<file path="src/rtl/ebpf_alu_pkg.sv">
// Shared types and constants for the eBPF ALU adder.
// Provides the per-stage control bundle and a parameter sanity helper.
package ebpf_alu_pkg;

  localparam int EBPF_ALU32_W = 32;

  // Control carried alongside each pipeline stage.
  // c32 is the carry out of bit 31, needed for ALU32 flags.
  typedef struct packed {
    logic valid;
    logic alu32;
    logic carry;
    logic c32;
  } adder_stage_t;

  function automatic bit adder_params_ok(
    input int width,
    input int seg_width,
    input int tag_w
  );
    return (seg_width > 0) && (tag_w > 0) &&
           (width >= EBPF_ALU32_W) &&
           (EBPF_ALU32_W % seg_width == 0) &&
           (width % seg_width == 0);
  endfunction

endpackage

</file>
<file path="src/rtl/ebpf_adder_segment.sv">
// One carry-chain segment: sum/co = a + b + ci.
// Ports: a, b (W bits), ci -> sum (W bits), co.
module ebpf_adder_segment
  import ebpf_alu_pkg::*;
#(
  parameter int W = 16
) (
  input  logic [W-1:0] a,
  input  logic [W-1:0] b,
  input  logic         ci,
  output logic [W-1:0] sum,
  output logic         co
);

  assign {co, sum} = {1'b0, a} + {1'b0, b} + {{W{1'b0}}, ci};

endmodule

</file>
<file path="src/rtl/ebpf_pipelined_adder.sv">
// Pipelined eBPF add/sub, one SEG_WIDTH segment per stage.
// Ports: in_* valid/ready op + tag, flush, out_* result/flags/tag.
module ebpf_pipelined_adder
  import ebpf_alu_pkg::*;
#(
  parameter int WIDTH     = 64,
  parameter int SEG_WIDTH = 16,
  parameter int TAG_W     = 4
) (
  input  logic             clk,
  input  logic             rst,
  input  logic             in_valid,
  output logic             in_ready,
  input  logic [WIDTH-1:0] in_a,
  input  logic [WIDTH-1:0] in_b,
  input  logic             in_sub,
  input  logic             in_alu32,
  input  logic [TAG_W-1:0] in_tag,
  input  logic             flush,
  output logic             out_valid,
  input  logic             out_ready,
  output logic [WIDTH-1:0] out_result,
  output logic             out_carry,
  output logic             out_zero,
  output logic [TAG_W-1:0] out_tag
);

  localparam int STAGES = WIDTH / SEG_WIDTH;
  localparam int LAST   = STAGES - 1;
  // first segment lying entirely above bit 31
  localparam int SEG32  = EBPF_ALU32_W / SEG_WIDTH;

  if (!adder_params_ok(WIDTH, SEG_WIDTH, TAG_W)) begin : g_bad
    $error("ebpf_pipelined_adder: illegal WIDTH/SEG_WIDTH/TAG_W");
  end

  logic             stall;
  logic             zero_q;
  logic [WIDTH-1:0] mask;
  logic [WIDTH-1:0] a_e;
  logic [WIDTH-1:0] b_e;

  assign stall    = out_valid & ~out_ready;
  assign in_ready = ~stall;

  // ALU32 drops upper operand bits; sub folds ~B in here.
  always_comb begin
    mask = '1;
    if (in_alu32) mask = mask >> (WIDTH - EBPF_ALU32_W);
  end

  assign a_e = in_a & mask;
  assign b_e = (in_sub ? ~in_b : in_b) & mask;

  for (genvar k = 0; k < STAGES; k++) begin : g_st
    adder_stage_t         ctl;
    adder_stage_t         ctl_nx;
    logic [WIDTH-1:0]     res;
    logic [WIDTH-1:0]     res_nx;
    logic [TAG_W-1:0]     tag;
    logic [TAG_W-1:0]     tag_nx;
    logic [SEG_WIDTH-1:0] sa;
    logic [SEG_WIDTH-1:0] sb;
    logic [SEG_WIDTH-1:0] sum;
    logic                 ci;
    logic                 co;

    ebpf_adder_segment #(.W(SEG_WIDTH)) u_seg (
      .a  (sa),
      .b  (sb),
      .ci (ci),
      .sum(sum),
      .co (co)
    );

    if (k == 0) begin : g_head
      assign sa     = a_e[SEG_WIDTH-1:0];
      assign sb     = b_e[SEG_WIDTH-1:0];
      assign ci     = in_sub;
      assign res_nx = WIDTH'(sum);
      assign tag_nx = in_tag;
      assign ctl_nx = '{
        valid: in_valid,
        alu32: in_alu32,
        carry: co,
        c32:   (SEG32 == 1) ? co : 1'b0
      };
    end else begin : g_body
      assign sa = g_st[k-1].g_skew.a_hi[SEG_WIDTH-1:0];
      assign sb = g_st[k-1].g_skew.b_hi[SEG_WIDTH-1:0];
      // an ALU32 op must not carry into bit 32
      assign ci = g_st[k-1].ctl.carry &
                  ~(g_st[k-1].ctl.alu32 && (k == SEG32));
      assign res_nx = g_st[k-1].res |
                      (WIDTH'(sum) << (k * SEG_WIDTH));
      assign tag_nx = g_st[k-1].tag;
      assign ctl_nx = '{
        valid: g_st[k-1].ctl.valid,
        alu32: g_st[k-1].ctl.alu32,
        carry: co,
        c32:   (k == SEG32 - 1) ? co : g_st[k-1].ctl.c32
      };
    end

    // skew: operand segments not yet consumed
    if (k < LAST) begin : g_skew
      localparam int HW = WIDTH - (k + 1) * SEG_WIDTH;
      logic [HW-1:0] a_hi;
      logic [HW-1:0] b_hi;
      logic [HW-1:0] a_src;
      logic [HW-1:0] b_src;

      if (k == 0) begin : g_src0
        assign a_src = a_e[WIDTH-1:SEG_WIDTH];
        assign b_src = b_e[WIDTH-1:SEG_WIDTH];
      end else begin : g_srcn
        assign a_src =
          g_st[k-1].g_skew.a_hi[HW+SEG_WIDTH-1:SEG_WIDTH];
        assign b_src =
          g_st[k-1].g_skew.b_hi[HW+SEG_WIDTH-1:SEG_WIDTH];
      end

      always_ff @(posedge clk or posedge rst) begin
        if (rst) begin
          a_hi <= '0;
          b_hi <= '0;
        end else if (!stall) begin
          a_hi <= a_src;
          b_hi <= b_src;
        end
      end
    end

    always_ff @(posedge clk or posedge rst) begin
      if (rst) begin
        ctl <= '0;
        res <= '0;
        tag <= '0;
      end else begin
        if (!stall) begin
          ctl <= ctl_nx;
          res <= res_nx;
          tag <= tag_nx;
        end
        if (flush) ctl.valid <= 1'b0;
      end
    end
  end

  always_ff @(posedge clk or posedge rst) begin
    if (rst) zero_q <= 1'b0;
    else if (!stall) zero_q <= (g_st[LAST].res_nx == '0);
  end

  assign out_valid  = g_st[LAST].ctl.valid;
  assign out_result = g_st[LAST].res;
  assign out_tag    = g_st[LAST].tag;
  assign out_zero   = zero_q;
  assign out_carry  = g_st[LAST].ctl.alu32 ? g_st[LAST].ctl.c32
                                           : g_st[LAST].ctl.carry;

endmodule

</file>
<file path="config.mk">
export PLATFORM = sky130hd
export DESIGN_NAME = ebpf_pipelined_adder
export DESIGN_NICKNAME = d
export VERILOG_FILES = /design/src/rtl/ebpf_alu_pkg.sv /design/src/rtl/ebpf_adder_segment.sv /design/src/rtl/ebpf_pipelined_adder.sv
export SDC_FILE = /design/constraint.sdc
export NUM_CORES = 1
export LEC_CHECK = 0
export BUFFER_PORTS_ARGS = -buffer_cell sky130_fd_sc_hd__buf_2
export CORE_MARGIN = 4
export CORE_UTILIZATION = 55
export DETAILED_ROUTE_END_ITERATION = 6
export GPL_TIMING_DRIVEN = 0
export PLACE_DENSITY = 0.81
export REMOVE_ABC_BUFFERS = 1
export SYNTH_ARGS = -nofsm -noshare
export SYNTH_HDL_FRONTEND = slang
export SYNTH_SLANG_ARGS = --single-unit
</file>
<file path="constraint.sdc">
create_clock -name clk -period 15.62 [get_ports clk]
set_clock_uncertainty 0.1 [all_clocks]
set_input_delay 1.562 -clock clk [delete_from_list [all_inputs] [get_ports clk]]
set_output_delay 1.562 -clock clk [all_outputs]
set_load 0.01 [all_outputs]
</file>
# Word level (Yosys, flattened, before mapping)
# Cells that the tools add are included.
[totals]
ff_bits = 431
[op_classes]
mux = 11
bitwise = 11
n_eq_ne = 1
n_addsub = 8
reduce_logical = 1
[op_table]
columns = ["op", "n"]
rows = [
  ["bitwise AND 64 bit", 2],
  ["2-to-1 mux 64 bit", 2],
  ["adder 16 x 16 -> 17 bit", 4],
  ["adder 17 x 1 -> 17 bit", 4],
  ["zero test 64 bit", 1],
  ["inverter 64 bit", 1],
  ["bitwise OR 64 x 48 -> 64 bit", 1],
  ["bitwise OR 64 bit", 1],
  ["bitwise OR 16 x 32 -> 32 bit", 1],
  ["2-to-1 mux 4 bit", 4],
  ["2-to-1 mux 1 bit", 5],
  ["inverter 1 bit", 3],
  ["bitwise AND 1 bit", 2],
  ["inequality test 2 bit (second input constant)", 1],
]

# Longest topological paths before layout
# Gate-level depths: netlist of the first run.
[depth]
ltp_word = 7
depth_mapped = 12
mapped_depth_nobuf = 12

# Cells and area by module
# From an unflattened synthesis of the first run, not the netlist that was laid out.
[unflattened]
cells_unflattened = 2011
area_unflattened_um2 = 18076.1
[by_module_without_submodules]
columns = ["mod", "n_inst", "area_per_inst_um2", "cells_per_inst"]
rows = [
  ["ebpf_pipelined_adder", 1, 15095.7, 1637],
  ["ebpf_adder_segment at g_st[0].u_seg ...", 2, 733.2, 89],
  ["ebpf_adder_segment at g_st[3].u_seg", 1, 770.7, 102],
  ["ebpf_adder_segment at g_st[2].u_seg", 1, 743.2, 94],
]

# Least setup slack after synthesis of the first run
# No wires, ideal clock.
[synth_path]
path_type = "input-to-reg"
startpoint = "in in_sub"
endpoint = "reg g_st[0].res[12]"
n_path_buf = 3
setup_slack_ns = 11.212
t_arrival_ns = 4.184
cell_stages = 11
cell_sequence = "buf_4 > buf_1 > buf_1 > xor2_1 > ha_1 > and2_1 > a22o_1 > a311oi_1 > nor2_1 > xor2_1 > mux2_2"
[synth_via]
elab_chain_len = 4
[synth_lines]
columns = ["element", "line_no", "rtl"]
rows = [
  ["from (decl)", "ebpf_pipelined_adder.sv:16", "input logic in_sub,"],
  ["2-to-1 mux 64 bit", "ebpf_pipelined_adder.sv:53", "assign b_e = (in_sub ? ~in_b : in_b) & mask;"],
  ["bitwise AND 64 bit", "ebpf_pipelined_adder.sv:53", ""],
  ["adder 16 x 16 -> 17 bit", "ebpf_adder_segment.sv:15", "assign {co, sum} = {1'b0, a} + {1'b0, b} + {{W{1'b0}}, ci};"],
  ["adder 17 x 1 -> 17 bit *", "ebpf_adder_segment.sv:15", ""],
  ["to (signal assigned)", "ebpf_pipelined_adder.sv:142", "res <= res_nx;"],
  ["to (decl)", "ebpf_pipelined_adder.sv:58", "logic [WIDTH-1:0] res;"],
]
# Mark *: on every way between the ends. The rest lies on a longest branch, timed or not.
# A chain may end at the register's enable or synchronous reset.

# Final worst setup path of the first run
[layout_path]
startpoint = "in out_ready"
endpoint = "out in_ready"
[layout_via]
elab_chain_len = 3
[layout_lines]
columns = ["element", "line_no", "rtl"]
rows = [
  ["from (decl)", "ebpf_pipelined_adder.sv:21", "input logic out_ready,"],
  ["inverter 1 bit", "ebpf_pipelined_adder.sv:43", "assign stall = out_valid & ~out_ready;"],
  ["bitwise AND 1 bit", "ebpf_pipelined_adder.sv:43", ""],
  ["inverter 1 bit", "ebpf_pipelined_adder.sv:44", "assign in_ready = ~stall;"],
  ["to (decl)", "ebpf_pipelined_adder.sv:13", "output logic in_ready,"],
]
# Every way passes these cells.

==> results of run 1 <==
==> metal layers <==
layer / wire length, um / vias up / track usage
li1: - / 6720 / -
met1: 17300 / 6481 / 0.305
met4: 1150 / 2 / 0.0666
met3: 1820 / 81 / 0.0320
met2: 18500 / 342 / 0.361
met5: 7 / - / 0
==> cell families (layout without fill, tap and decap cells) <==
group | Yosys count | count (layout) | synth area share
adders and majority gates | 67 | 67 | 0.0502
AOI/OAI and AO/OA | 232 | 232 | 0.0878
xor gates and xnor gates | 107 | 107 | 0.0528
and+or+nand+nor | 1037 | 1037 | 0.242
DFF | 383 | 383 | 0.540
buffers and inverters | 119 | 318 | 0.0254
muxes | 3 | 3 | 0.00190
==> layout make-up <==
class                   count  area, um2
clock buffers              60       1200
well taps                 402        503
inverters                  24        105
repair buffers            224       1370
fillers                  2569      11200
multi-input cells        1446       7730
clock inverters            10       55.1
flip-flops and latches    383       9580
==> where the power goes <==
group	switching, mW	internal (mW)
registers	0.107	1.16
logic	0.270	0.200
clock network	0.376	0.528
==> how the worst min path moves through the flow <==
stage / from / to / slack (ns) / cells after the start
after floorplan: g_st[3].ctl[0] / g_st[3].ctl[0] / 0.33 / 2
after global placement: out_tag[3] / out_tag[3] / 0.35 / 2
after global routing: out_result[18] / out_result[18] / 0.38 / 2
after detailed placement: out_tag[1] / out_tag[1] / 0.35 / 2
after CTS: out_tag[1] / out_tag[1] / 0.36 / 2
final: out_result[2] / out_result[2] / 0.36 / 2
==> synth_stat cells (6+ instances only) <==
cell type                  number
sky130_fd_sc_hd__nand2_1      831
sky130_fd_sc_hd__dfrtp_1      383
sky130_fd_sc_hd__clkbuf_1      80
sky130_fd_sc_hd__xor2_1        72
sky130_fd_sc_hd__a21oi_1       66
sky130_fd_sc_hd__nor2_1        61
sky130_fd_sc_hd__ha_1          60
sky130_fd_sc_hd__o21ai_0       50
sky130_fd_sc_hd__nand3b_1      39
sky130_fd_sc_hd__xnor2_1       35
sky130_fd_sc_hd__a22o_1        33
sky130_fd_sc_hd__inv_1         23
sky130_fd_sc_hd__nor3_1        19
sky130_fd_sc_hd__or3_1         16
sky130_fd_sc_hd__nand3_1       15
sky130_fd_sc_hd__buf_1         14
sky130_fd_sc_hd__nor4_1        12
sky130_fd_sc_hd__a21o_1        11
sky130_fd_sc_hd__o21ai_1       10
sky130_fd_sc_hd__o31ai_1       10
sky130_fd_sc_hd__a211oi_1       9
sky130_fd_sc_hd__o21a_1         9
sky130_fd_sc_hd__nor3b_1        8
sky130_fd_sc_hd__fa_1           7
sky130_fd_sc_hd__a31oi_1        6
sky130_fd_sc_hd__and3_1         6
sky130_fd_sc_hd__nand2b_1       6
==> worst register-to-register path: stages, from the launching register on <==
cell and delay (ns):
sky130_fd_sc_hd__dfrtp_1 0.40, sky130_fd_sc_hd__fa_1 0.53, sky130_fd_sc_hd__fa_1 0.46, sky130_fd_sc_hd__xnor2_1 0.32
sky130_fd_sc_hd__nand4_1 0.19, sky130_fd_sc_hd__nor2_1 0.16, sky130_fd_sc_hd__nand4_1 0.23, sky130_fd_sc_hd__nor4b_1 0.46
sky130_fd_sc_hd__nand4b_1 0.14, sky130_fd_sc_hd__nor3_1 0.18, sky130_fd_sc_hd__a32o_1 0.19
==> sequential cells by signal (all words and copies together) (netlist names) <==
name              count
g_st.g_skew.a_hi     96
g_st.g_skew.b_hi     96
g_st.res             96
out_result           64
g_st.tag             12
g_st.ctl             11
out_tag               4
g_st.ci               2
out_valid             1
out_zero              1
==> summary.txt, run 1 <==
CLOCK TREE
--------------------------------------------------------------------------------
Clock root cell ................................................... sky130_fd_sc_hd__clkbuf_16
Num CTS Buffers ...................................................           40
Number of clock sinks seen by CTS .................................          383
Hold buffers post-CTS .............................................            0
Maximum level of the CTS H-tree ...................................            2
Buffer levels on the longest clock path ...........................            3
Buffers inserted by post-CTS timing repair ........................            0
TritonCTS clock tree ..............................................         done
Clk pin slew, worst setup/hold paths ..............................      0.06 ns
Cells resized by post-CTS repair ..................................            0
Worst-Skew Late Latency ...........................................      0.51 ns

SYNTHESIS
--------------------------------------------------------------------------------
Largest cells by area after synthesis ............................. sky130_fd_sc_hd__dfrtp_1, sky130_fd_sc_hd__nand2_1, sky130_fd_sc_hd__ha_1
Share of the synthesized area in the top cell type ................        0.540
Post-synthesis instance area ......................................    17800 um2
Post-synth top area cell .......................................... sky130_fd_sc_hd__dfrtp_1
Sequential share of the synthesized area ..........................        0.540
Async set-reset flop share out of synthesis .......................         1.00
Warnings from Yosys ...............................................            0
Number of flops mapped to enable cells by yosys ...................            0
Most frequently used flop master after synthesis .................. sky130_fd_sc_hd__dfrtp_1
Average size of a mapped cell .....................................     9.11 um2
Number of cells produced by synthesis .............................         1948
Unique cell type count in the Yosys netlist .......................           55
Synthesis-stage register bit count ................................          383

PLACED DESIGN
--------------------------------------------------------------------------------
Number of cells in the design after placement .....................         2479
Number of buffers added on ports ..................................          210
Last weighted congestion value of the routability-driven placer ...        0.828
Area of placed instances ..........................................    19300 um2
Worst-case setup slack after placement ............................     10.26 ns
Half-perimeter wire length of the detailed placement result .......     26300 um

GLOBAL ROUTE
--------------------------------------------------------------------------------
Number of antenna violations at the first check in global routing .            1
Overall overflow remaining after global route .....................            0
Number of global-route vias before repair .........................        13500
Maximum number of pins on one net before global-route repair ......          174
Wire length of the first global-routing pass ......................     65700 um
Gr usage total ....................................................        0.219

WORST SETUP PATH
--------------------------------------------------------------------------------
Kind of cell with the highest combined delay on the critical path . buffers and inverters
CP endpoint .......................................................     in_ready
Number of cells on the worst reg-to-reg path ......................           10
Critical path, cell by cell ....................................... buf_2 -> nor2b_4 -> buf_12 -> inv_8 -> buf_16 -> buf_2
Classification of the worst setup path ............................ input pin to output pin
Endpoint type of the worst setup path .............................   output pin
Cell repeated most along the worst path ........................... sky130_fd_sc_hd__buf_2
Arrival time at the worst endpoint ................................      3.64 ns
Buf/Inv on CP .....................................................            5
Setup slack, reg-to-reg ...........................................     12.21 ns
Worst stage delay on the critical path ............................      0.62 ns
Maximum fanout along the worst path ...............................          173
Max stage delay cell, worst path .................................. sky130_fd_sc_hd__nor2b_4
Critical Path Stages ..............................................            6
WP data required ..................................................     13.96 ns
Element type at the critical path start ...........................    input pin
Source of the critical timing path ................................    out_ready
Start of the worst register-to-register path ...................... g_st[2].g_skew.a_hi[0]
End of the worst register-to-register path ........................     out_zero

FINAL LAYOUT
--------------------------------------------------------------------------------
Count of antenna diodes in the layout .............................            0
Most common library cell in the layout ignoring fill and taps ..... sky130_fd_sc_hd__nand2_1
Area growth, synth to finish ......................................        15.8%
Layout Cell Area excl Fill ........................................    20600 um2
Commonest non-fill, non-tap cells in the layout ................... sky130_fd_sc_hd__nand2_1, sky130_fd_sc_hd__dfrtp_1, sky130_fd_sc_hd__buf_2
Fraction of layout instances using a drive strength above 1 .......        0.141
Utilization of the core after routing .............................        0.648
Non-filler cells in the finished layout ...........................         2549
Net count reported at finish ......................................         2325

TIMING
--------------------------------------------------------------------------------
Worst-Margin Slew .................................................      1.02 ns
Clock period minus final worst setup slack ........................      5.30 ns
Number of hold-slack violations in the final timing report ........            0
Final-report max-slew violation count .............................            0
Worst Setup Slack, final ..........................................     10.32 ns
Final-report setup violation count ................................            0
Final worst path period share .....................................        0.339
Relative slew slack ...............................................        0.321
Fmax ..............................................................      189 MHz
Minimum hold slack ................................................     0.360 ns
Final total negative setup slack ..................................         0 ns
RSZ-0062 raised after global routing ..............................        false

JOB
--------------------------------------------------------------------------------
Count of max-cap constraint violations ............................            0

FLOORPLAN
--------------------------------------------------------------------------------
Horizontal die dimension ..........................................       188 um
Total die area ....................................................    35200 um2
Core footprint ....................................................    31700 um2
Io pins ...........................................................          211
Core Rows .........................................................           65
Initial cell density of the core ..................................        0.560
Die Ht ............................................................       188 um

ROUTING
--------------------------------------------------------------------------------
Total wire length .................................................     38700 um
Wire length per cell ..............................................      15.2 um
Final antenna-violating net count .................................            0
Iteration count of the initial detailed-routing pass ..............            5
Drt via density ...................................................         5.35
Total via count after detailed routing ............................        13600
DRC violations left ...............................................            0
Violation count after the first detailed-routing iteration ........         1036

MIN PATH
--------------------------------------------------------------------------------
Class of the tightest hold or removal check ....................... flip-flop to flip-flop

POWER AND IR DROP
--------------------------------------------------------------------------------
Total power .......................................................      2.64 mW
Static Leakage ....................................................      10.6 nW
Peak ir drop on the vdd network ...................................      99.8 uV
Power per cell area ...............................................   129 nW/um2

STATUS
--------------------------------------------------------------------------------
Outcome ........................................................... complete, no violations

No activity file was read; power rests on OpenSTA's default activity.
==> run 2: changes to the inputs <==
--- a/config.mk
+++ b/config.mk
@@ -7,10 +7,10 @@
 export LEC_CHECK = 0
 export BUFFER_PORTS_ARGS = -buffer_cell sky130_fd_sc_hd__buf_2
 export CORE_MARGIN = 4
-export CORE_UTILIZATION = 55
+export CORE_UTILIZATION = 53
 export DETAILED_ROUTE_END_ITERATION = 6
 export GPL_TIMING_DRIVEN = 0
-export PLACE_DENSITY = 0.81
+export PLACE_DENSITY = 0.82
 export REMOVE_ABC_BUFFERS = 1
 export SYNTH_ARGS = -nofsm -noshare
 export SYNTH_HDL_FRONTEND = slang
==> constraint.sdc (replaced) <==
create_clock -name clk -period 4.63 [get_ports clk]
set_clock_uncertainty 0.1 [all_clocks]
set_input_delay 0.463 -clock clk [delete_from_list [all_inputs] [get_ports clk]]
set_output_delay 0.463 -clock clk [all_outputs]
set_load 0.01 [all_outputs]
==> run 2 against run 1 <==
  * Sequential share of layout area fell by 0.56 points
  * Total power rose to 3.5 times the previous value
  * Design area rose by 1.2%
  * Count of clock-buffer cells in the layout fell by 5
  * Die area rose by 3.6%
  * Final cell count rose by 1.8%
  * Clock power rose to 3.7 times the previous value
  * Global-route usage fell by 0.19 points
  * Critical endpoint is now out_zero
  * Largest cell class unchanged
  * Highest routed layer is now met4
==> summary.txt, run 2 (synthesized netlist as in run 1, its figures left out) <==
STATUS
--------------------------------------------------------------------------------
Outcome ........................................................... complete, no violations

GLOBAL ROUTE
--------------------------------------------------------------------------------
Maximum number of pins on one net before global-route repair ......          151   -13%
Wire length of the first global-routing pass ......................     66200 um   +0.86%
Gr usage total ....................................................        0.217   -0.00192
Number of antenna violations at the first check in global routing .            0   -1
Overall overflow remaining after global route .....................            0   unchanged
Number of global-route vias before repair .........................        13700   +1.2%

FINAL LAYOUT
--------------------------------------------------------------------------------
Count of antenna diodes in the layout .............................            0   unchanged
Commonest non-fill, non-tap cells in the layout ................... sky130_fd_sc_hd__nand2_1, sky130_fd_sc_hd__dfrtp_1, sky130_fd_sc_hd__buf_2
Most common library cell in the layout ignoring fill and taps ..... sky130_fd_sc_hd__nand2_1
Number of inserted filler cells in the final layout ...............         2690   +4.7%
Utilization of the core after routing .............................        0.634   -0.0135
Layout Cell Area excl Fill ........................................    20800 um2   +1.2%
Area growth, synth to finish ......................................        17.2%
Fraction of layout instances using a drive strength above 1 .......        0.146   +0.00472
Net count reported at finish ......................................         2328   +0.13%
Largest regs ...................................................... g_st.g_skew.a_hi: 96 flops, g_st.g_skew.b_hi: 96 flops, g_st.res: 96 flops

WORST SETUP PATH
--------------------------------------------------------------------------------
Number of cells on the worst reg-to-reg path ......................           10   unchanged
End of the worst register-to-register path ........................     out_zero
Classification of the worst setup path ............................ flip-flop to flip-flop
Setup slack, reg-to-reg ...........................................      1.16 ns   -11.05 ns
Maximum fanout along the worst path ...............................            3   -98%
WP data required ..................................................      4.99 ns   -8.97 ns
Element type at the critical path start ...........................    flip-flop
Endpoint type of the worst setup path .............................    flip-flop
Start of the worst register-to-register path ...................... g_st[2].g_skew.a_hi[0]
Arrival time at the worst endpoint ................................      3.82 ns   +0.18 ns

ROUTING
--------------------------------------------------------------------------------
Total via count after detailed routing ............................        13800   +1.3%
Met3 Routed Length ................................................      1730 um   -5.1%
Total wire length .................................................     39700 um   +2.5%
WL met1 ...........................................................     17400 um   +0.77%
Routed length on met2 .............................................     19500 um   +5.4%
Drt via density ...................................................         5.32   -0.46%
Final antenna-violating net count .................................            0   unchanged
DRC violations left ...............................................            0   unchanged
Max Used Layer ....................................................         met4
Iteration count of the initial detailed-routing pass ..............            7   +2
Wire length per cell ..............................................      15.3 um   +0.66%
Violation count after the first detailed-routing iteration ........          946   -8.7%

TIMING
--------------------------------------------------------------------------------
Worst-Margin Slew .................................................      1.15 ns   +0.133 ns
Relative slew slack ...............................................        0.227   -0.0944
Number of hold-slack violations in the final timing report ........            0   unchanged
Fmax ..............................................................      289 MHz
Minimum hold slack ................................................    0.0333 ns   -0.327 ns
Final-report setup violation count ................................            0   unchanged
Final worst path period share .....................................        0.748
RSZ-0062 raised after global routing ..............................        false
Final total negative setup slack ..................................         0 ns   unchanged
Final-report max-slew violation count .............................            0   unchanged
Clock period minus final worst setup slack ........................      3.47 ns

FLOORPLAN
--------------------------------------------------------------------------------
Io pins ...........................................................          211   unchanged
Total die area ....................................................    36500 um2   +3.6%
Core footprint ....................................................    32800 um2   +3.4%
Core Rows .........................................................           66   +1.5%
Horizontal die dimension ..........................................       191 um   +1.8%
Initial cell density of the core ..................................        0.542   -0.0182
Die Ht ............................................................       191 um   +1.8%

CLOCK TREE
--------------------------------------------------------------------------------
Worst-Skew Late Latency ...........................................      0.53 ns   +0.02 ns
Num CTS Buffers ...................................................           40   unchanged
Buffer levels on the longest clock path ...........................            3   unchanged
Maximum level of the CTS H-tree ...................................            2   unchanged
Clk pin slew, worst setup/hold paths ..............................      0.07 ns   about the same
Number of clock sinks seen by CTS .................................          383   unchanged
Clock root cell ................................................... sky130_fd_sc_hd__clkbuf_16
TritonCTS clock tree ..............................................         done
Cells resized by post-CTS repair ..................................            0   unchanged

PLACED DESIGN
--------------------------------------------------------------------------------
Area of placed instances ..........................................    19400 um2   +0.58%
Half-perimeter wire length of the detailed placement result .......     27100 um   +2.9%
Last weighted congestion value of the routability-driven placer ...        0.847   +2.3%
Number of buffers added on ports ..................................          210   unchanged

MIN PATH
--------------------------------------------------------------------------------
WHS Endpoint ...................................................... g_st[0].tag[3]
Worst Hold Depth ..................................................            3   +1
Hold_sp ...........................................................    in_tag[3]
Class of the tightest hold or removal check ....................... input pin to flip-flop

POWER AND IR DROP
--------------------------------------------------------------------------------
Static Leakage ....................................................      10.7 nW   +0.90%
Total power .......................................................      9.18 mW   +250%
Power per cell area ...............................................   441 nW/um2   +240%
Peak ir drop on the vdd network ...................................       232 uV   +130%

JOB
--------------------------------------------------------------------------------
Count of max-cap constraint violations ............................            0   unchanged

run 2: cell types whose count changed in the layout (fill, tap and decap cells not counted), sizes merged:
cell	before	now
bufinv	0	3
clkinvlp	2	3
dlygate4sd3	0	1
inv	24	28
buf	224	226
clkbuf	60	55
run 2: worst max path at each step:
stage | cells past startpoint | from | slack (ns) | endpoint
3_3_place_gp | 4 | out_ready | -42.25 | in_ready
6_report | 10 | g_st[2].g_skew.a_hi[0] | 1.16 | out_zero
2_1_floorplan | 3 | out_ready | -23.03 | g_st[0].res[12]
5_1_grt | 10 | g_st[2].g_skew.a_hi[0] | 1.00 | out_zero
3_5_place_dp | 12 | in_sub | 0.97 | g_st[0].res[12]
4_1_cts | 10 | g_st[2].g_skew.a_hi[0] | 1.08 | out_zero
run 2: area by class of cell:
class	instances	area [um2]	share of cell area
clock buffer	55	1190	0.0571
clock inverter	18	190	0.00914
inverter	24	105	0.00505
multi-input combinational	1446	7730	0.372
sequential	383	9580	0.461
tap	442	553	0.0266
timing repair buffer	227	1440	0.0694
run 2: timing repair:
item                      in CTS  in global routing
hold endpoints to repair      15                  0
setup buffers                  0                  0
hold buffers                   1                  0
run 2: metrics by stage:
stage | instances | worst slack [ns]
global route | 2595 | 1.00
CTS | 2595 | 1.08
global placement | 2505 | -42.25
detailed placement | 2521 | 0.968
finish | 2595 | 1.16
floorplan | 1853 | -23.03
run 2: metal layers:
metal,global-route usage,vias to the layer above
met2,0.362,323
met5,0,-
met1,0.299,6683
met4,0.0677,0
met3,0.0301,78
li1,-,6724
run 2: power breakdown:
group | total [mW] | switching [mW] | internal [mW] | leakage (nW)
Sequential | 4.29 | 0.371 | 3.92 | 4.71
Clock | 3.30 | 1.32 | 1.98 | 0.682
Combinational | 1.59 | 0.913 | 0.678 | 5.27
Total | 9.18 | 2.61 | 6.57 | 10.7
run 2: worst max-delay path: stages, from the launching register on:
cell	delay, ns
sky130_fd_sc_hd__dfrtp_1	0.40
sky130_fd_sc_hd__fa_1	0.54
sky130_fd_sc_hd__fa_1	0.46
sky130_fd_sc_hd__xnor2_1	0.36
sky130_fd_sc_hd__nand4_1	0.21
sky130_fd_sc_hd__nor2_1	0.18
sky130_fd_sc_hd__nand4_1	0.24
sky130_fd_sc_hd__nor4b_1	0.42
sky130_fd_sc_hd__nand4b_1	0.14
sky130_fd_sc_hd__nor3_1	0.16
sky130_fd_sc_hd__a32o_1	0.18
==> run 3: changes to the inputs <==
--- a/config.mk
+++ b/config.mk
@@ -5,12 +5,13 @@
 export SDC_FILE = /design/constraint.sdc
 export NUM_CORES = 1
 export LEC_CHECK = 0
+export ABC_AREA = 1
 export BUFFER_PORTS_ARGS = -buffer_cell sky130_fd_sc_hd__buf_2
 export CORE_MARGIN = 4
-export CORE_UTILIZATION = 53
+export CORE_UTILIZATION = 55
 export DETAILED_ROUTE_END_ITERATION = 6
 export GPL_TIMING_DRIVEN = 0
-export PLACE_DENSITY = 0.82
+export PLACE_DENSITY = 0.81
 export REMOVE_ABC_BUFFERS = 1
 export SYNTH_ARGS = -nofsm -noshare
 export SYNTH_HDL_FRONTEND = slang
==> constraint.sdc (replaced) <==
create_clock -name clk -period 3.2 [get_ports clk]
set_clock_uncertainty 0.1 [all_clocks]
set_input_delay 0.32 -clock clk [delete_from_list [all_inputs] [get_ports clk]]
set_output_delay 0.32 -clock clk [all_outputs]
set_load 0.01 [all_outputs]
==> run 3 against run 2 <==
  * Clock power grew 35%
  * Flip-flop and latch count is the same
  * Routed wire length grew 6.1%
  * Worst setup slack lost 0.94 ns
  * Global-route usage grew 1.8 points
  * Combinational power grew 49%
  * First-iteration DRC count grew 8.2%
  * Critical path depth grew 1
  * Critical path type unchanged
==> summary.txt, run 3 <==
WORST SETUP PATH
--------------------------------------------------------------------------------
Maximum fanout along the worst path ...............................            3   unchanged
Critical path, cell by cell ....................................... fa_1 -> fa_1 -> nand3_1 -> nand3_1 -> xnor2_2 -> nand3_1 -> nor3_1 -> nand3_1 -> nor2_2 -> nand3_1 -> nand2_1
Setup slack, reg-to-reg ...........................................      0.23 ns   -0.94 ns
Start of the worst register-to-register path ......................   g_st[3].ci
CP endpoint .......................................................     out_zero
Classification of the worst setup path ............................ flip-flop to flip-flop
Max stage delay cell, worst path .................................. sky130_fd_sc_hd__fa_1
Number of cells on the worst reg-to-reg path ......................           11   +1
End of the worst register-to-register path ........................     out_zero
Endpoint type of the worst setup path .............................    flip-flop
Source of the critical timing path ................................   g_st[3].ci
Cell repeated most along the worst path ........................... sky130_fd_sc_hd__nand3_1
Element type at the critical path start ...........................    flip-flop
Critical Path Stages ..............................................           11   +1
Arrival time at the worst endpoint ................................      3.34 ns   -0.48 ns
WP data required ..................................................      3.56 ns   -1.43 ns
Worst stage delay on the critical path ............................      0.47 ns   -0.07 ns
Buf/Inv on CP .....................................................            0   unchanged
Kind of cell with the highest combined delay on the critical path . simple AND/OR/NAND/NOR gates

CLOCK TREE
--------------------------------------------------------------------------------
Clock root cell ................................................... sky130_fd_sc_hd__clkbuf_16
Number of clock sinks seen by CTS .................................          383   unchanged
Maximum level of the CTS H-tree ...................................            2   unchanged
Buffer levels on the longest clock path ...........................            3   unchanged
Clk pin slew, worst setup/hold paths ..............................      0.06 ns   about the same
TritonCTS clock tree ..............................................         done
Num CTS Buffers ...................................................           40   unchanged
Worst-Skew Late Latency ...........................................      0.53 ns   about the same

TIMING
--------------------------------------------------------------------------------
Final worst path period share .....................................        0.929   +0.181
Final total negative setup slack ..................................         0 ns   unchanged
Final-report setup violation count ................................            0   unchanged
Number of hold-slack violations in the final timing report ........            0   unchanged
RSZ-0062 raised after global routing ..............................        false
Final-report max-slew violation count .............................            0   unchanged
Clock period minus final worst setup slack ........................      2.97 ns   -0.492 ns
Worst-Margin Slew .................................................     0.702 ns   -0.447 ns
Fmax ..............................................................      336 MHz   +17%
Relative slew slack ...............................................        0.531   +0.304

SYNTHESIS
--------------------------------------------------------------------------------
Post-synthesis instance area ......................................    17800 um2   +0.42%
Async set-reset flop share out of synthesis .......................         1.00   unchanged
Unique cell type count in the Yosys netlist .......................           42   -24%
Number of cells produced by synthesis .............................         2052   +5.3%
Warnings from Yosys ...............................................            0   unchanged
Most frequently used flop master after synthesis .................. sky130_fd_sc_hd__dfrtp_1
Number of flops mapped to enable cells by yosys ...................            0   unchanged
Largest cells by area after synthesis ............................. sky130_fd_sc_hd__dfrtp_1, sky130_fd_sc_hd__nand2_1, sky130_fd_sc_hd__o21ai_0
Most common cell in the netlist ................................... sky130_fd_sc_hd__nand2_1
Average size of a mapped cell .....................................     8.69 um2   -4.7%
Synthesis-stage register bit count ................................          383   unchanged
Leading post-synthesis cells by instance count .................... sky130_fd_sc_hd__nand2_1, sky130_fd_sc_hd__dfrtp_1, sky130_fd_sc_hd__o21ai_0, sky130_fd_sc_hd__inv_1, sky130_fd_sc_hd__ha_1
Post-synth top area cell .......................................... sky130_fd_sc_hd__dfrtp_1
Sequential share of the synthesized area ..........................        0.538   -0.00227
Share of the synthesized area in the top cell type ................        0.538   -0.00227

FLOORPLAN
--------------------------------------------------------------------------------
Core Rows .........................................................           65   -1.5%
Total die area ....................................................    35400 um2   -3.1%
Die Ht ............................................................       188 um   -1.6%
Io pins ...........................................................          211   unchanged
Horizontal die dimension ..........................................       188 um   -1.6%
Initial cell density of the core ..................................        0.561   +0.0191
Core footprint ....................................................    31800 um2   -3.0%

PLACED DESIGN
--------------------------------------------------------------------------------
Number of cells in the design after placement .....................         2624   +4.1%
Number of buffers added on ports ..................................          210   unchanged
Last weighted congestion value of the routability-driven placer ...        0.853   +0.65%
Half-perimeter wire length of the detailed placement result .......     27100 um   -0.12%

POWER AND IR DROP
--------------------------------------------------------------------------------
Peak ir drop on the vdd network ...................................       462 uV   +99%
Power per cell area ...............................................   593 nW/um2   +34%
Static Leakage ....................................................      10.9 nW   +2.2%

FINAL LAYOUT
--------------------------------------------------------------------------------
Area growth, synth to finish ......................................        22.0%
Fraction of layout instances using a drive strength above 1 .......        0.136   -0.00971
Net count reported at finish ......................................         2536   +8.9%
Largest regs ...................................................... g_st.g_skew.a_hi: 96 flops, g_st.g_skew.b_hi: 96 flops, g_st.res: 96 flops
Non-filler cells in the finished layout ...........................         2802   +8.0%
Number of inserted filler cells in the final layout ...............         2388   -11%
Commonest non-fill, non-tap cells in the layout ................... sky130_fd_sc_hd__nand2_1, sky130_fd_sc_hd__dfrtp_1, sky130_fd_sc_hd__o21ai_0
Most common library cell in the layout ignoring fill and taps ..... sky130_fd_sc_hd__nand2_1

MIN PATH
--------------------------------------------------------------------------------
Hold_sp ...........................................................     in_b[46]
Class of the tightest hold or removal check ....................... input pin to flip-flop

ROUTING
--------------------------------------------------------------------------------
Total wire length .................................................     42100 um   +6.1%
Drt via density ...................................................         5.19   -2.5%
Iteration count of the initial detailed-routing pass ..............            7   unchanged
Total via count after detailed routing ............................        14500   +5.2%
Violation count after the first detailed-routing iteration ........         1024   +8.2%
Final antenna-violating net count .................................            0   unchanged
Wire length per cell ..............................................      15.0 um   -1.7%
DRC violations left ...............................................            0   unchanged

GLOBAL ROUTE
--------------------------------------------------------------------------------
Maximum number of pins on one net before global-route repair ......          157   +4.0%
Overall overflow remaining after global route .....................            0   unchanged
Gr usage total ....................................................        0.236   +0.0183
Wire length of the first global-routing pass ......................     70200 um   +6.0%
Number of antenna violations at the first check in global routing .           10   +10
Number of global-route vias before repair .........................        14600   +7.0%

JOB
--------------------------------------------------------------------------------
Count of max-cap constraint violations ............................            0   unchanged

STATUS
--------------------------------------------------------------------------------
Outcome ........................................................... complete, no violations

[run 3: power by group]
group | internal [mW] | switching (mW) | leakage [nW]
registers | 5.63 | 0.453 | 4.69
logic | 0.968 | 1.41 | 5.57
clock network | 2.61 | 1.84 | 0.627
[run 3: layer usage]
layer | up-vias | wire length, um | GRT usage
met1 | 6881 | 18200 | 0.307
met4 | 2 | 1030 | 0.0627
met3 | 84 | 2190 | 0.0413
met2 | 378 | 20600 | 0.410
li1 | 7186 | - | -
met5 | - | 12 | 0
[run 3: through the flow]
stage	util	instance area (um2)	worst slack (ns)	total power, mW	hold slack (ns)
after floorplan	-	17400	-11.43	7.55	0.319
after global placement	0.599	19000	-21.32	8.32	0.351
after detailed placement	0.612	19500	-0.275	8.41	0.272
after CTS	0.682	21700	-0.0729	13.0	0.00240
after global routing	0.684	21800	0.00483	13.6	0.0174
final	0.684	21800	0.227	12.9	0.0134
[run 3: timing repair]
action / in CTS / in global routing
hold buffers: 93 / 0
endpoints found under the setup margin: 33 / 34
hold endpoints to repair: 149 / 0
gates resized for setup: 1 / 5
pin swaps: 3 / 1
setup buffers: 0 / 4
gates cloned: 1 / 1
[run 3: how the worst min path moves through the flow]
stage / endpoint / depth (start not counted) / slack (ns)
after CTS: g_st[0].g_skew.b_hi[19] / 3 / 0.002
after global routing: g_st[0].g_skew.b_hi[30] / 3 / 0.02
after detailed placement: g_st[1].g_skew.a_hi[0] / 2 / 0.27
after global placement: g_st[2].tag[3] / 2 / 0.35
after floorplan: g_st[1].ctl[3] / 1 / 0.32
final: g_st[0].g_skew.b_hi[30] / 3 / 0.01
[run 3: cells by family after synthesis]
group / share of synthesized area
flops: 0.538
xor+xnor: 0.0359
compound gates: 0.121
simple gates: 0.189
fa+ha+maj: 0.0500
buf+inv: 0.0660
[run 3: final cells by class]
class                           count  area [um2]  area share
Timing Repair inverter              1        7.51    0.000345
Tap cell                          435         544      0.0250
Antenna cell                        9        22.5     0.00104
Timing Repair Buffer              323        2400       0.110
Sequential cell                   383        9580       0.441
Multi-Input combinational cell   1369        7100       0.326
Clock buffer                       61        1210      0.0556
Clock inverter                      9        68.8     0.00316
Inverter                          212         820      0.0377
[run 3: worst reg2reg max path: stages (launching register included)]
cell and delay [ns]:
sky130_fd_sc_hd__dfrtp_1 0.44, sky130_fd_sc_hd__fa_1 0.47, sky130_fd_sc_hd__fa_1 0.46, sky130_fd_sc_hd__nand3_1 0.11
sky130_fd_sc_hd__nand3_1 0.18, sky130_fd_sc_hd__xnor2_2 0.22, sky130_fd_sc_hd__nand3_1 0.10, sky130_fd_sc_hd__nor3_1 0.32
sky130_fd_sc_hd__nand3_1 0.20, sky130_fd_sc_hd__nor2_2 0.17, sky130_fd_sc_hd__nand3_1 0.09, sky130_fd_sc_hd__nand2_1 0.08
